--- src/rtl/core_pkg.sv ---
// Shared core definitions: immediate type codes and base opcodes used by both
// the decode-stage immediate generator and the debug-module instruction encoder.
package core_pkg;

    // ImmSrc coding, identical to the decode-stage immediate generator.
    typedef enum logic [2:0] {
        IMM_I = 3'b000,
        IMM_S = 3'b001,
        IMM_B = 3'b010,
        IMM_J = 3'b011,
        IMM_U = 3'b100
    } imm_src_e;

    localparam logic [6:0] OP_IMM    = 7'h13;
    localparam logic [6:0] OP_STORE  = 7'h23;
    localparam logic [6:0] OP_BRANCH = 7'h63;
    localparam logic [6:0] OP_JAL    = 7'h6F;
    localparam logic [6:0] OP_LUI    = 7'h37;

    // True when v[31:lsb] are all equal, i.e. v is a sign extension of v[lsb:0].
    function automatic logic sext_fits(input logic [31:0] v, input int unsigned lsb);
        logic [31:0] t;
        t = 32'($signed(v) >>> lsb);
        return (t == 32'h0) || (t == 32'hFFFF_FFFF);
    endfunction

endpackage

--- src/rtl/imm_encoder_pack.sv ---
// imm_pack: combinational RV32I immediate packing and representability check.
// Build option: IMM_CHECK_EN enables err; when undefined err is tied low and
// out-of-range immediates are silently truncated.
module imm_pack
    import core_pkg::*;
(
    input  logic [2:0]  imm_src,
    input  logic [31:0] imm,
    input  logic [6:0]  opcode,
    input  logic [4:0]  rd,
    input  logic [4:0]  rs1,
    input  logic [4:0]  rs2,
    input  logic [2:0]  funct3,
    output logic [31:0] instr,
    output logic        err
);

    imm_src_e src;
    assign src = imm_src_e'(imm_src);

    // Scatter the immediate into the instruction format selected by src.
    always_comb begin
        instr = 32'h0;
        unique case (src)
            IMM_I:   instr = {imm[11:0], rs1, funct3, rd, opcode};
            IMM_S:   instr = {imm[11:5], rs2, rs1, funct3, imm[4:0], opcode};
            IMM_B:   instr = {imm[12], imm[10:5], rs2, rs1, funct3, imm[4:1], imm[11], opcode};
            IMM_J:   instr = {imm[20], imm[10:1], imm[11], imm[19:12], rd, opcode};
            IMM_U:   instr = {imm[31:12], rd, opcode};
            default: instr = 32'h0;
        endcase
    end

`ifdef IMM_CHECK_EN
    // Flag immediates that would not decode back to the same value.
    always_comb begin
        err = 1'b0;
        unique case (src)
            IMM_I, IMM_S: err = !sext_fits(imm, 11);
            IMM_B:        err = !sext_fits(imm, 12) || imm[0];
            IMM_J:        err = !sext_fits(imm, 20) || imm[0];
            IMM_U:        err = (imm[11:0] != 12'h0);
            default:      err = 1'b1;
        endcase
    end
`else
    assign err = 1'b0;
`endif

endmodule

--- src/rtl/imm_encoder.sv ---
// imm_encoder: two-stage valid/ready pipeline around imm_pack.
// Build option: IMM_CHECK_EN (see imm_pack) enables the err output.
module imm_encoder
    import core_pkg::*;
(
    input  logic        clk,
    input  logic        rst_n,
    input  logic        flush,
    input  logic        in_valid,
    output logic        in_ready,
    input  logic [2:0]  imm_src,
    input  logic [31:0] imm,
    input  logic [6:0]  opcode,
    input  logic [4:0]  rd,
    input  logic [4:0]  rs1,
    input  logic [4:0]  rs2,
    input  logic [2:0]  funct3,
    output logic        out_valid,
    input  logic        out_ready,
    output logic [31:0] instr,
    output logic        err
);

    logic [31:0] pack_instr;
    logic        pack_err;

    logic        s1_valid_q, s1_valid_d;
    logic [31:0] s1_instr_q;
    logic        s1_err_q;
    logic        s2_valid_q, s2_valid_d;
    logic [31:0] s2_instr_q;
    logic        s2_err_q;

    logic        accept;
    logic        s1_move;

    imm_pack u_pack (
        .imm_src (imm_src),
        .imm     (imm),
        .opcode  (opcode),
        .rd      (rd),
        .rs1     (rs1),
        .rs2     (rs2),
        .funct3  (funct3),
        .instr   (pack_instr),
        .err     (pack_err)
    );

    // A free slot anywhere, or a draining s2, lets a new request in.
    assign in_ready = !s1_valid_q || !s2_valid_q || out_ready;
    assign accept   = in_valid && in_ready && !flush;
    assign s1_move  = s1_valid_q && (!s2_valid_q || out_ready);

    // Next-state valids; flush overrides both handshakes.
    always_comb begin
        s1_valid_d = s1_valid_q;
        s2_valid_d = s2_valid_q;
        if (flush) begin
            s1_valid_d = 1'b0;
            s2_valid_d = 1'b0;
        end else begin
            if (accept) begin
                s1_valid_d = 1'b1;
            end else if (s1_move) begin
                s1_valid_d = 1'b0;
            end
            if (s1_move) begin
                s2_valid_d = 1'b1;
            end else if (out_ready) begin
                s2_valid_d = 1'b0;
            end
        end
    end

    // Pipeline registers; s2 data only changes when s1 moves, so it holds under backpressure.
    always_ff @(posedge clk or negedge rst_n) begin
        if (!rst_n) begin
            s1_valid_q <= 1'b0;
            s1_instr_q <= 32'h0;
            s1_err_q   <= 1'b0;
            s2_valid_q <= 1'b0;
            s2_instr_q <= 32'h0;
            s2_err_q   <= 1'b0;
        end else begin
            s1_valid_q <= s1_valid_d;
            s2_valid_q <= s2_valid_d;
            if (accept) begin
                s1_instr_q <= pack_instr;
                s1_err_q   <= pack_err;
            end
            if (s1_move && !flush) begin
                s2_instr_q <= s1_instr_q;
                s2_err_q   <= s1_err_q;
            end
        end
    end

    assign out_valid = s2_valid_q;
    assign instr     = s2_instr_q;
    assign err       = s2_err_q;

endmodule

--- config.mk ---
export PLATFORM = sky130hd
export DESIGN_NAME = imm_encoder
export DESIGN_NICKNAME = d
export VERILOG_FILES = /design/src/rtl/core_pkg.sv /design/src/rtl/imm_encoder_pack.sv /design/src/rtl/imm_encoder.sv
export SDC_FILE = /design/constraint.sdc
export NUM_CORES = 1
export LEC_CHECK = 0
export CAP_MARGIN = 20
export CORE_MARGIN = 2
export CORE_UTILIZATION = 25
export CTS_CLUSTER_DIAMETER = 150
export DETAILED_ROUTE_END_ITERATION = 10
export PLACE_DENSITY = 0.53
export REMOVE_ABC_BUFFERS = 1
export SLEW_MARGIN = 15
export SYNTH_ARGS = -nofsm -noshare
export SYNTH_HDL_FRONTEND = slang
export SYNTH_HIERARCHICAL = 1
export SYNTH_SLANG_ARGS = --single-unit
export TNS_END_PERCENT = 30
--- constraint.sdc ---
create_clock -name clk -period 2.7 [get_ports clk]
set_input_delay 0.54 -clock clk [delete_from_list [all_inputs] [get_ports clk]]
set_output_delay 0.54 -clock clk [all_outputs]
set_load 0.01 [all_outputs]
Word-level counts from Yosys, hierarchy flattened. Index checks and enable logic that the tools add are counted.

Input bits: 65. Logic and storage cells: 28. Output and inout bits: 35. Flip-flop bits (word level): 66.

Reduce and logical (&&, ||, !) cells: 13. Mux-type cells: 7. Equality and inequality tests: 4.

Operator list (number): $pmux 32 s5 (1); $eq 3x2->1 const B (2); $mux 1 (6); $reduce_bool 3->1 (2); $logic_and 1x1->1 (4); $eq 3x1->1 const B (1); $eq 3x3->1 const B (1); $logic_not 1->1 (3); $logic_not 3->1 (1); $logic_or 1x1->1 (3).

Depth between registers and ports, before layout. Gate-level depths: netlist of run 1.

Depth in word-level cells: 7. Gate-level depth with buffers: 6. Gate-level depth less buffers: 4.

By module. The synthesis of run 1 kept the hierarchy.

Modules (own cells, without submodules): imm_encoder (seq. area each 1701.6 um^2, area each 2596.2 um^2, cells an instance 148, times used 1); imm_pack (seq. area each 0.0 um^2, area each 805.8 um^2, cells an instance 125, times used 1).

Worst setup path after synthesis of run 1. OpenSTA, ideal clock, no wires.

Path type: in2reg. Start: input port imm_src[0]. End: register s1_instr_q[20]. Path buffers: 2. Slack: 1097 ps. Setup time: 125 ps. Cell stages on the path: 6. Data arrival time: 1478 ps. Required time: 2575 ps. Cells stage by stage: buf_6 buf_6 mux2i_1 o32ai_1 a31o_1 mux2_2.

Longest elaborated chain between the ends: 2. Elaborated cells between the ends (all ways): 6. Classes of those cells: 4 x eq/ne; 1 x mux; 1 x reduce/logical.

Ends and longest elaborated chain: start: declaration (line imm_encoder.sv:11) `input logic [2:0] imm_src,`; $eq 3x3->1 (tied with other cells) (line imm_encoder_pack.sv:24) `unique case (src)`; $pmux 32 s5 * (line imm_encoder_pack.sv:24); named net pack_instr[20] (line imm_encoder.sv:24) `logic [31:0] pack_instr;`; end signal: assignment (line imm_encoder.sv:88) `s1_instr_q <= pack_instr;`; end: declaration (line imm_encoder.sv:28) `logic [31:0] s1_instr_q;`.

The timed path passes the listed nets; every way through them passes the cells marked *. A chain may end at the register's enable or synchronous reset.

Worst setup path after layout of run 1.
Start: input port out_ready. End: output port in_ready.

Longest elaborated chain between the ends: 1.

Ends and longest elaborated chain: start: declaration (line imm_encoder.sv:19) `input logic out_ready,`; $logic_or 1x1->1 (line imm_encoder.sv:50) `assign in_ready = !s1_valid_q || !s2_valid_q || out_ready;`; end: declaration (line imm_encoder.sv:10) `output logic in_ready,`.

No other way between the ends.

==> results of run 1 <==
## layer usage
metal	vias up	global-route usage (%)	routed length [um]
met2	59	18.7	3920
met3	10	3.11	388
li1	1166	-	-
met1	1177	15.0	3760
met5	-	0	0
met4	0	3.78	119
## per-stage QoR
| stage | cell area [um2] | std cells | setup WS (ps) | total power [mW] |
|---|---|---|---|---|
| final | 4760 | 547 | 442 | 3.36 |
| after global routing | 4760 | 547 | 413 | 3.55 |
| after CTS | 4760 | 547 | 435 | 3.44 |
| after detailed placement | 4470 | 532 | 329 | 2.25 |
| after global placement | 4470 | 532 | 330 | 2.23 |
| after floorplan | 3230 | 252 | 1190 | 1.73 |
## registers in the layout, summed over array words and instances (netlist names)
name and flops:
s1_instr_q 32, s1_err_q 1, err 1, out_valid 1, instr 32, s1_valid_q 1
## power groups by stage
stage / Sequential, mW / Combinational, mW / Clock (mW)
global route: 1.39 / 0.929 / 1.23
global placement: 1.37 / 0.862 / 0
CTS: 1.36 / 0.877 / 1.20
finish: 1.36 / 0.859 / 1.15
floorplan: 1.43 / 0.301 / 0
detailed placement: 1.38 / 0.873 / 0
## final timing paths
check	from	to	slack (ps)	cells past startpoint
setup / recovery	out_ready	in_ready	440	3
hold / removal	rst_n	instr[6]$_DFFE_PN0P_	330	1
setup reg to reg	out_valid$_DFFE_PN0P_	instr[24]$_DFFE_PN0P_	1120	3
hold reg to reg	s1_instr_q[17]$_DFFE_PN0P_	s1_instr_q[17]$_DFFE_PN0P_	500	1
max in group asynchronous	rst_n	s1_instr_q[17]$_DFFE_PN0P_	1820	1
min in group clk	s1_instr_q[17]$_DFFE_PN0P_	s1_instr_q[17]$_DFFE_PN0P_	500	1
## cells in the final DEF (no fill, tap or decap)
cell type        instances
buf_4                    6
nand3b_4                 3
and2_1                   7
nor2_4                   1
clkinv_2                 1
dfrtp_1                 68
mux2_2                  66
o22ai_1                  9
a31o_1                   1
o21ai_1                 13
inv_1                    8
nor2b_1                 18
clkbuf_1                 1
mux2i_1                 12
a211oi_1                 3
a32oi_1                  2
buf_2                    2
clkdlybuf4s50_1         96
conb_1                   1
clkinvlp_4               2
nor2_1                   1
a21o_1                   3
bufinv_16                1
xor2_2                   1
a21oi_1                 14
clkbuf_8                 1
nand2b_1                 2
nand3_1                 10
o32ai_1                  1
clkbuf_16                9
a31oi_1                  8
## cell type report
class | instances | area (um2) | area share (%)
Inverter | 8 | 30.0 | 0.631
Sequential cell | 68 | 1700 | 35.8
Clock buffer | 11 | 243 | 5.10
Tap cell | 176 | 220 | 4.63
Clock inverter | 4 | 50.0 | 1.05
Multi-Input combinational cell | 176 | 1500 | 31.5
Timing Repair Buffer | 104 | 1020 | 21.3
## kinds of logic after synthesis
kind of cell | Yosys count | synth area share [%]
flops | 68 | 50.0
other cells | 1 | 0.110
buf+inv | 29 | 5.92
mux | 78 | 25.4
compound gates | 54 | 9.45
simple gates | 42 | 8.64
xor+xnor | 1 | 0.478
==> flow_results.xml, run 1 <==
<?xml version="1.0" encoding="UTF-8"?>
<metrics>
  <group name="setup_path">
    <metric name="timing.critical_path.required" unit="ps">2160</metric>
    <metric name="path_common_cell" unit="">clkdlybuf4s50_1</metric>
    <metric name="cp_num_buf_inv" unit="">2</metric>
    <metric name="crit_path_start_kind" unit="">input port</metric>
    <metric name="worstPathCellList" unit="">clkdlybuf4s50_1, nand3b_4, clkdlybuf4s50_1</metric>
    <metric name="cpMaxStageDelayCell" unit="">clkdlybuf4s50_1</metric>
    <metric name="worst_setup_path_end_kind" unit="">output port</metric>
    <metric name="timing.critical_path.slowest_cell_delay" unit="ps">540</metric>
    <metric name="path_class" unit="">input port to output port</metric>
    <metric name="worstPathArrival" unit="ps">1720</metric>
    <metric name="cp_top_family" unit="">buffers and inverters</metric>
    <metric name="critical_path.max_fanout" unit="">3</metric>
  </group>
  <group name="timing">
    <metric name="relSlewSlack" unit="%">43.1</metric>
    <metric name="achievable-frequency" unit="MHz">443</metric>
    <metric name="post-route-min-period" unit="ps">2260</metric>
    <metric name="clock-skew-final" unit="ps">5.12</metric>
    <metric name="post-route-period-util" unit="%">83.6</metric>
    <metric name="hold_viol_final" unit="">0</metric>
    <metric name="slew_viol_final" unit="">0</metric>
    <metric name="fin_tns_setup" unit="ps">0</metric>
    <metric name="setup-violations-final" unit="">0</metric>
    <metric name="worst-slew-pin-transition" unit="ps">854</metric>
    <metric name="timing.hold.ws" unit="ps">331</metric>
    <metric name="rsz0062_at_grt" unit="">no</metric>
  </group>
  <group name="worst_hold_path">
    <metric name="path_category_of_the_worst_min_delay_check" unit="">input port to asynchronous set/reset pin</metric>
  </group>
  <group name="pwr">
    <metric name="intPower" unit="mW">2.53</metric>
    <metric name="power.switching_fraction" unit="%">24.8</metric>
    <metric name="share_seq_of_total_power" unit="%">40.4</metric>
    <metric name="ir_worst_vdd" unit="uV">288</metric>
    <metric name="net-switching-power" unit="uW">835</metric>
    <metric name="power.share.combinational" unit="%">25.5</metric>
    <metric name="clock_power_share" unit="%">34.1</metric>
    <metric name="power_leakage" unit="nW">2.06</metric>
    <metric name="powerDensity" unit="nW/um2">706</metric>
  </group>
  <group name="routing">
    <metric name="route.antenna.remaining_nets" unit="">0</metric>
    <metric name="count_of_vias_placed_by_the_detailed_router" unit="">2412</metric>
    <metric name="drt_drc_violations_left" unit="">0</metric>
    <metric name="dr.pass1.iters" unit="">6</metric>
    <metric name="vias_per_cell" unit="">4.41</metric>
    <metric name="drt-initial-drc-count" unit="">64</metric>
    <metric name="wire_length_per_cell" unit="um">15.0</metric>
    <metric name="drt_wl_total" unit="mm">8.18</metric>
  </group>
  <group name="run_status">
    <metric name="status" unit="">finished clean</metric>
  </group>
  <group name="global_routing">
    <metric name="grt_antenna_before_repair" unit="">0</metric>
    <metric name="global_route.overflow_total" unit="">0</metric>
    <metric name="grt_pass1_vias" unit="">2494</metric>
    <metric name="total_grt_usage" unit="%">11.6</metric>
    <metric name="grt_start_max_net_pins" unit="">69</metric>
    <metric name="grt_pass1_wl" unit="mm">12.9</metric>
  </group>
  <group name="yosys">
    <metric name="yosysWarnings" unit="">6</metric>
    <metric name="synth_top_area_cell" unit="">dfrtp_1</metric>
    <metric name="post_synth_main_area_contributors" unit="">dfrtp_1 50%, mux2_2 22%, mux2i_1 3.5%</metric>
    <metric name="post_synth.cell_area_avg" unit="um2">12.5</metric>
    <metric name="synth_area" unit="um2">3400</metric>
    <metric name="synth_cell_types" unit="">25</metric>
    <metric name="synth.cells.most_frequent" unit="">68 x dfrtp_1, 66 x mux2_2, 18 x nor2b_1, 14 x a21oi_1, 13 x o21ai_1</metric>
    <metric name="number_of_standard_cells_after_synthesis" unit="">273</metric>
    <metric name="postSynth.topFlopCell" unit="">dfrtp_1</metric>
    <metric name="yosys_register_bits" unit="">68</metric>
    <metric name="synth_largest_type_area_fraction" unit="%">50.0</metric>
    <metric name="sequential_element_share_of_the_synthesized_area" unit="%">50.0</metric>
    <metric name="synth-async-reset-ratio" unit="%">100</metric>
    <metric name="synth.most_common_cell" unit="">dfrtp_1</metric>
    <metric name="synth_enable_flop_cells" unit="">0</metric>
  </group>
  <group name="placed_design">
    <metric name="buffer_ports.inserted" unit="">99</metric>
    <metric name="place.gp.congestion" unit="">0.689</metric>
    <metric name="post-dp-hpwl" unit="mm">5.73</metric>
  </group>
  <group name="cts">
    <metric name="cts_tree" unit="">yes</metric>
    <metric name="clock_path_buffers" unit="">2</metric>
    <metric name="cts.htree.levels" unit="">3</metric>
    <metric name="clkSinkCount" unit="">68</metric>
    <metric name="cts_resizes" unit="">0</metric>
    <metric name="postCtsSetupRepairBufs" unit="">0</metric>
    <metric name="worstSkewPairLatency" unit="ps">320</metric>
    <metric name="tritoncts.num_buffers" unit="">9</metric>
    <metric name="clk_root_buffer_cell" unit="">clkbuf_16</metric>
    <metric name="clkTransAtPathRegs" unit="ps">50</metric>
    <metric name="ctsHoldBuffers" unit="">0</metric>
  </group>
  <group name="floorplanning">
    <metric name="floorplan.die.width" unit="um">121</metric>
    <metric name="die_span_in_y" unit="um">121</metric>
    <metric name="initial_utilization" unit="%">25.7</metric>
    <metric name="floorplan.die_area" unit="um2">14600</metric>
    <metric name="ioPinCount" unit="">100</metric>
    <metric name="core.rowCount" unit="">42</metric>
    <metric name="floorplan.core_area" unit="um2">13200</metric>
  </group>
  <group name="final_layout">
    <metric name="drive_gt1_share" unit="%">25.1</metric>
    <metric name="finish.utilization" unit="%">35.9</metric>
    <metric name="num_antenna_cells" unit="">0</metric>
    <metric name="area_growth_syn_to_layout" unit="%">39.9</metric>
    <metric name="num-nets-final" unit="">432</metric>
    <metric name="nFillCells" unit="">1360</metric>
  </group>
  <group name="flow_run">
    <metric name="max_cap_violations" unit="">0</metric>
  </group>
</metrics>
(Power assumes the default switching activity.)
==> run 2: changes to the inputs <==
==> constraint.sdc (replaced) <==
create_clock -name clk -period 2.4 [get_ports clk]
set_input_delay 0.48 -clock clk [delete_from_list [all_inputs] [get_ports clk]]
set_output_delay 0.48 -clock clk [all_outputs]
set_load 0.01 [all_outputs]
==> run 2 against run 1 <==
  * Clock-buffer cell count is 1 lower
  * Sequential power is 12% higher
  * Utilization is 0.67 points higher
  * Highest routed layer unchanged
  * Combinational power is 14% higher
==> flow_results.xml, run 2 (same netlist as run 1, synthesis figures left out) <==
<?xml version="1.0" encoding="UTF-8"?>
<metrics>
  <group name="setup_path">
    <metric name="worst_setup_path_startpoint" unit="">out_ready</metric>
    <metric name="crit_path_start_kind" unit="">input port</metric>
    <metric name="worstPathArrival" unit="ps">1650</metric>
    <metric name="worst_setup_path_end_kind" unit="">output port</metric>
    <metric name="critical_path.max_fanout" unit="">3</metric>
    <metric name="cp_num_buf_inv" unit="">2</metric>
    <metric name="worstPathCellList" unit="">clkdlybuf4s50_1, nand3b_4, clkdlybuf4s50_1</metric>
    <metric name="timing.critical_path.slowest_cell_delay" unit="ps">550</metric>
    <metric name="r2r_setup_slack" unit="ps">1000</metric>
    <metric name="worstSetupPathDepth" unit="">3</metric>
    <metric name="crit-reg2reg-launch" unit="">out_valid$_DFFE_PN0P_</metric>
    <metric name="path_common_cell" unit="">clkdlybuf4s50_1</metric>
    <metric name="r2r_cells" unit="">4</metric>
    <metric name="worstReg2RegEnd" unit="">instr[23]$_DFFE_PN0P_</metric>
    <metric name="critical_path.endpoint" unit="">in_ready</metric>
    <metric name="cp_top_family" unit="">buffers and inverters</metric>
    <metric name="path_class" unit="">input port to output port</metric>
    <metric name="cpMaxStageDelayCell" unit="">clkdlybuf4s50_1</metric>
    <metric name="timing.critical_path.required" unit="ps">1920</metric>
  </group>
  <group name="pwr">
    <metric name="net-switching-power" unit="uW">980</metric>
    <metric name="power.share.combinational" unit="%">24.8</metric>
    <metric name="powerDensity" unit="nW/um2">813</metric>
    <metric name="ir_worst_vdd" unit="uV">331</metric>
    <metric name="power.switching_fraction" unit="%">24.8</metric>
    <metric name="intPower" unit="mW">2.96</metric>
    <metric name="share_seq_of_total_power" unit="%">38.9</metric>
    <metric name="clock_power_share" unit="%">36.3</metric>
    <metric name="power_leakage" unit="nW">2.10</metric>
    <metric name="total_power" unit="mW">3.94</metric>
  </group>
  <group name="final_layout">
    <metric name="area_growth_syn_to_layout" unit="%">42.5</metric>
    <metric name="stdcell_area" unit="um2">4850</metric>
    <metric name="num-nets-final" unit="">436</metric>
    <metric name="most_common_library_cell_in_the_layout_ignoring_fill_and_taps" unit="">clkdlybuf4s50_1</metric>
    <metric name="nFillCells" unit="">1315</metric>
    <metric name="finish.utilization" unit="%">36.6</metric>
    <metric name="layout.cells.most_common_list" unit="">96 x clkdlybuf4s50_1, 68 x dfrtp_1, 66 x mux2_2, 18 x nor2b_1, 14 x a21oi_1</metric>
    <metric name="finalNonFillerCells" unit="">552</metric>
    <metric name="drive_gt1_share" unit="%">26.3</metric>
    <metric name="num_antenna_cells" unit="">0</metric>
  </group>
  <group name="floorplanning">
    <metric name="ioPinCount" unit="">100</metric>
    <metric name="floorplan.die.width" unit="um">121</metric>
    <metric name="initial_utilization" unit="%">25.7</metric>
    <metric name="die_span_in_y" unit="um">121</metric>
    <metric name="core.rowCount" unit="">42</metric>
    <metric name="floorplan.core_area" unit="um2">13200</metric>
    <metric name="floorplan.die_area" unit="um2">14600</metric>
  </group>
  <group name="cts">
    <metric name="cts_tree" unit="">yes</metric>
    <metric name="postCtsSetupRepairBufs" unit="">0</metric>
    <metric name="tritoncts.num_buffers" unit="">9</metric>
    <metric name="worstSkewPairLatency" unit="ps">330</metric>
    <metric name="cts.htree.levels" unit="">3</metric>
    <metric name="cts_resizes" unit="">0</metric>
    <metric name="clkTransAtPathRegs" unit="ps">60</metric>
    <metric name="ctsHoldBuffers" unit="">0</metric>
    <metric name="clk_root_buffer_cell" unit="">clkbuf_16</metric>
    <metric name="clock_path_buffers" unit="">2</metric>
    <metric name="clkSinkCount" unit="">68</metric>
  </group>
  <group name="timing">
    <metric name="post-route-min-period" unit="ps">2130</metric>
    <metric name="slew_viol_final" unit="">0</metric>
    <metric name="setup-violations-final" unit="">0</metric>
    <metric name="rsz0062_at_grt" unit="">no</metric>
    <metric name="setup_ws" unit="ps">267</metric>
    <metric name="post-route-period-util" unit="%">88.9</metric>
    <metric name="timing.hold.ws" unit="ps">131</metric>
    <metric name="clock-skew-final" unit="ps">4.71</metric>
    <metric name="fin_tns_setup" unit="ps">0</metric>
    <metric name="relSlewSlack" unit="%">51.3</metric>
    <metric name="achievable-frequency" unit="MHz">469</metric>
    <metric name="worst-slew-pin-transition" unit="ps">729</metric>
    <metric name="hold_viol_final" unit="">0</metric>
  </group>
  <group name="global_routing">
    <metric name="grt_pass1_vias" unit="">2642</metric>
    <metric name="grt_pass1_wl" unit="mm">13.5</metric>
    <metric name="global_route.overflow_total" unit="">0</metric>
    <metric name="grt_antenna_before_repair" unit="">0</metric>
    <metric name="grt_start_max_net_pins" unit="">69</metric>
    <metric name="total_grt_usage" unit="%">12.2</metric>
  </group>
  <group name="routing">
    <metric name="drt_drc_violations_left" unit="">0</metric>
    <metric name="route.antenna.remaining_nets" unit="">0</metric>
    <metric name="wire_length_per_cell" unit="um">15.3</metric>
    <metric name="drt-initial-drc-count" unit="">81</metric>
    <metric name="vias_per_cell" unit="">4.49</metric>
    <metric name="dr.pass1.iters" unit="">4</metric>
    <metric name="drt_wl_total" unit="mm">8.44</metric>
    <metric name="count_of_vias_placed_by_the_detailed_router" unit="">2479</metric>
  </group>
  <group name="run_status">
    <metric name="status" unit="">finished clean</metric>
  </group>
  <group name="placed_design">
    <metric name="buffer_ports.inserted" unit="">99</metric>
    <metric name="placedCellCount" unit="">536</metric>
    <metric name="place.gp.congestion" unit="">0.731</metric>
    <metric name="dp_slack" unit="ps">172</metric>
    <metric name="post-dp-hpwl" unit="mm">5.85</metric>
    <metric name="placed_area" unit="um2">4520</metric>
  </group>
  <group name="flow_run">
    <metric name="max_cap_violations" unit="">0</metric>
  </group>
  <group name="worst_hold_path">
    <metric name="path_category_of_the_worst_min_delay_check" unit="">input port to asynchronous set/reset pin</metric>
  </group>
</metrics>
## run 2: cell count changes in the layout (fill, tap and decap cells not counted), sizes merged
cell / previous run / this run
bufinv: 1 / 2
clkbuf: 11 / 10
buf: 8 / 12
clkinvlp: 2 / 3
## run 2: worst reg2reg max path: cells and delay by family (launching register included)
| kind | cells | cell delay (ps) |
|---|---|---|
| flops | 1 | 400 |
| mux | 1 | 380 |
| buf+inv | 1 | 270 |
| simple gates | 2 | 230 |
## run 2: how the worst min path moves through the flow
stage / start / to / slack, ps / cells past startpoint
floorplan: rst_n / err$_DFFE_PN0P_ / 180 / 0
global placement: s1_instr_q[29]$_DFFE_PN0P_ / instr[29]$_DFFE_PN0P_ / 480 / 1
detailed placement: s1_instr_q[2]$_DFFE_PN0P_ / instr[2]$_DFFE_PN0P_ / 490 / 1
CTS: rst_n / instr[1]$_DFFE_PN0P_ / 170 / 2
global route: rst_n / instr[1]$_DFFE_PN0P_ / 180 / 2
finish: rst_n / instr[1]$_DFFE_PN0P_ / 130 / 2
## run 2: cell type report
class	instances	area [um2]	share of cell area (%)
clock buffer	10	239	4.93
tap	176	220	4.54
inverter	8	30.0	0.619
multi-input combinational	176	1500	30.9
sequential	68	1700	35.1
timing repair buffer	108	1070	22.1
clock inverter	6	87.6	1.81
## run 2: power groups by stage
stage	sequential [mW]	combinational [mW]	clock, mW
5_1_grt	1.56	1.06	1.54
4_1_cts	1.54	0.996	1.49
3_5_place_dp	1.55	0.991	0
2_1_floorplan	1.61	0.338	0
3_3_place_gp	1.55	0.979	0
6_report	1.53	0.978	1.43
## run 2: per-layer routing
metal	global-route usage, %	part of all wire (%)	vias up	wire [um]
met5	0	0	-	0
met1	15.2	46	1235	3860
met4	3.92	1.4	0	114
met2	20.3	48	64	4010
li1	-	-	1170	-
met3	3.35	5.3	10	447
==> run 3: changes to the inputs <==
--- a/config.mk
+++ b/config.mk
@@ -8,7 +8,6 @@
 export CAP_MARGIN = 20
 export CORE_MARGIN = 2
 export CORE_UTILIZATION = 25
-export CTS_CLUSTER_DIAMETER = 150
 export DETAILED_ROUTE_END_ITERATION = 10
 export PLACE_DENSITY = 0.53
 export REMOVE_ABC_BUFFERS = 1
==> constraint.sdc (replaced) <==
create_clock -name clk -period 2.12 [get_ports clk]
set_input_delay 0.424 -clock clk [delete_from_list [all_inputs] [get_ports clk]]
set_output_delay 0.424 -clock clk [all_outputs]
set_load 0.01 [all_outputs]
==> run 3 against run 2 <==
  * Routed wire length grew 1.5%
  * Clock power up 11%
  * Power is 13% higher
  * Final cell count up 0.36%
  * Global-route usage rose by 0.15 points
  * Flip-flop and latch count stayed put
  * Largest power group unchanged
==> flow_results.xml, run 3 (same netlist as run 1, synthesis figures left out) <==
<?xml version="1.0" encoding="UTF-8"?>
<metrics>
  <group name="pwr">
    <metric name="total_power" unit="mW">4.45</metric>
    <metric name="ir_worst_vdd" unit="uV">340</metric>
    <metric name="share_seq_of_total_power" unit="%">39.1</metric>
    <metric name="intPower" unit="mW">3.36</metric>
    <metric name="power.share.combinational" unit="%">25.1</metric>
    <metric name="powerDensity" unit="nW/um2">909</metric>
    <metric name="power.switching_fraction" unit="%">24.3</metric>
    <metric name="clock_power_share" unit="%">35.8</metric>
    <metric name="net-switching-power" unit="mW">1.08</metric>
    <metric name="power_leakage" unit="nW">2.13</metric>
  </group>
  <group name="global_routing">
    <metric name="total_grt_usage" unit="%">12.3</metric>
    <metric name="global_route.overflow_total" unit="">0</metric>
    <metric name="grt_pass1_wl" unit="mm">13.6</metric>
    <metric name="grt_pass1_vias" unit="">2641</metric>
    <metric name="grt_antenna_before_repair" unit="">0</metric>
    <metric name="grt_start_max_net_pins" unit="">38</metric>
  </group>
  <group name="floorplanning">
    <metric name="floorplan.die.width" unit="um">121</metric>
    <metric name="core.rowCount" unit="">42</metric>
    <metric name="initial_utilization" unit="%">25.7</metric>
    <metric name="floorplan.core_area" unit="um2">13200</metric>
    <metric name="floorplan.die_area" unit="um2">14600</metric>
    <metric name="ioPinCount" unit="">100</metric>
    <metric name="die_span_in_y" unit="um">121</metric>
  </group>
  <group name="final_layout">
    <metric name="most_common_library_cell_in_the_layout_ignoring_fill_and_taps" unit="">clkdlybuf4s50_1</metric>
    <metric name="stdcell_area" unit="um2">4890</metric>
    <metric name="num-nets-final" unit="">438</metric>
    <metric name="area_growth_syn_to_layout" unit="%">43.8</metric>
    <metric name="seqCellArea" unit="um2">1700</metric>
    <metric name="nFillCells" unit="">1313</metric>
    <metric name="drive_gt1_share" unit="%">26.2</metric>
    <metric name="num_antenna_cells" unit="">0</metric>
    <metric name="layout.cells.most_common_list" unit="">96 x clkdlybuf4s50_1, 68 x dfrtp_1, 66 x mux2_2, 18 x nor2b_1, 14 x a21oi_1</metric>
    <metric name="multi_input_area" unit="um2">1500</metric>
  </group>
  <group name="routing">
    <metric name="drt_drc_violations_left" unit="">0</metric>
    <metric name="wire_length_per_cell" unit="um">15.5</metric>
    <metric name="vias_per_cell" unit="">4.47</metric>
    <metric name="drt-initial-drc-count" unit="">52</metric>
    <metric name="count_of_vias_placed_by_the_detailed_router" unit="">2476</metric>
    <metric name="route.antenna.remaining_nets" unit="">0</metric>
    <metric name="drt_wl_total" unit="mm">8.56</metric>
    <metric name="dr.pass1.iters" unit="">4</metric>
  </group>
  <group name="flow_run">
    <metric name="max_cap_violations" unit="">0</metric>
  </group>
  <group name="cts">
    <metric name="cts.htree.levels" unit="">3</metric>
    <metric name="cts_resizes" unit="">0</metric>
    <metric name="clk_root_buffer_cell" unit="">clkbuf_16</metric>
    <metric name="ctsHoldBuffers" unit="">0</metric>
    <metric name="tritoncts.num_buffers" unit="">9</metric>
    <metric name="clkSinkCount" unit="">68</metric>
    <metric name="postCtsSetupRepairBufs" unit="">0</metric>
    <metric name="worstSkewPairLatency" unit="ps">320</metric>
    <metric name="clock_path_buffers" unit="">2</metric>
    <metric name="cts_tree" unit="">yes</metric>
    <metric name="clkTransAtPathRegs" unit="ps">50</metric>
  </group>
  <group name="timing">
    <metric name="fin_tns_setup" unit="ps">0</metric>
    <metric name="setup_ws" unit="ps">102</metric>
    <metric name="timing.hold.ws" unit="ps">38.5</metric>
    <metric name="hold_viol_final" unit="">0</metric>
    <metric name="worst-slew-pin-transition" unit="ps">720</metric>
    <metric name="slew_viol_final" unit="">0</metric>
    <metric name="relSlewSlack" unit="%">51.9</metric>
    <metric name="achievable-frequency" unit="MHz">496</metric>
    <metric name="rsz0062_at_grt" unit="">no</metric>
    <metric name="setup-violations-final" unit="">0</metric>
    <metric name="clock-skew-final" unit="ps">4.92</metric>
    <metric name="post-route-period-util" unit="%">95.2</metric>
    <metric name="post-route-min-period" unit="ps">2020</metric>
  </group>
  <group name="setup_path">
    <metric name="worstPathArrival" unit="ps">1590</metric>
    <metric name="critical_path.max_fanout" unit="">3</metric>
    <metric name="worst_setup_path_end_kind" unit="">output port</metric>
    <metric name="timing.critical_path.required" unit="ps">1700</metric>
    <metric name="crit_path_start_kind" unit="">input port</metric>
    <metric name="path_class" unit="">input port to output port</metric>
  </group>
  <group name="worst_hold_path">
    <metric name="path_category_of_the_worst_min_delay_check" unit="">input port to asynchronous set/reset pin</metric>
  </group>
  <group name="run_status">
    <metric name="status" unit="">finished clean</metric>
  </group>
  <group name="placed_design">
    <metric name="dp_slack" unit="ps">-14.4</metric>
    <metric name="post-dp-hpwl" unit="mm">6.22</metric>
    <metric name="buffer_ports.inserted" unit="">99</metric>
    <metric name="place.gp.congestion" unit="">0.740</metric>
    <metric name="placed_area" unit="um2">4570</metric>
  </group>
</metrics>
==> run 3: cell types whose count changed in the layout (fill, tap and decap cells not counted), sizes merged <==
cell / delta
buf: +2
clkbuf: +2
clkinvlp: -2
==> run 3: per-layer routing <==
metal | vias to the layer above | global-route usage, % | part of all wire (%)
met1 | 1226 | 15.8 | 47
met3 | 10 | 3.58 | 4.6
met5 | - | 0 | 0
met2 | 64 | 19.8 | 47
li1 | 1176 | - | -
met4 | 0 | 4.22 | 1.5
==> run 3: stage by stage <==
| step | cells | util, % |
|---|---|---|
| 2_1_floorplan | 252 | - |
| 3_3_place_gp | 538 | 34.5 |
| 3_5_place_dp | 538 | 34.5 |
| 4_1_cts | 554 | 37.0 |
| 5_1_grt | 554 | 37.0 |
| 6_report | 554 | 37.0 |
==> run 3: final timing paths <==
kind	slack [ps]	start	cells after the start	to
max in group asynchronous	1530	rst_n	2	instr[23]$_DFFE_PN0P_
worst max-delay path	100	out_ready	3	in_ready
min in group clk	500	s1_instr_q[21]$_DFFE_PN0P_	1	instr[21]$_DFFE_PN0P_
worst max register to register	690	s1_valid_q$_DFFE_PN0P_	4	s1_instr_q[16]$_DFFE_PN0P_
worst min register to register	500	s1_instr_q[21]$_DFFE_PN0P_	1	instr[21]$_DFFE_PN0P_
worst min-delay path	40	rst_n	1	instr[3]$_DFFE_PN0P_
==> run 3: power groups by stage <==
stage               clock, mW  sequential (mW)  combinational, mW
finish                   1.59             1.74               1.12
detailed placement          0             1.76               1.13
global route             1.70             1.78               1.21
global placement            0             1.75               1.12
floorplan                   0             1.82              0.383
CTS                      1.66             1.74               1.14
==> run 3: worst max-delay path, stage by stage <==
cell             delay [ps]
clkdlybuf4s50_1         470
nand3b_4                150
clkdlybuf4s50_1         550
==> run 3: area by class of cell <==
cell class              instances  share of cell area (%)
inverters                       8                   0.614
repair buffers                110                    23.0
multi-input cells             176                    30.6
well taps                     176                    4.50
clock buffers                  12                    5.04
clock inverters                 4                    1.48
flip-flops and latches         68                    34.8
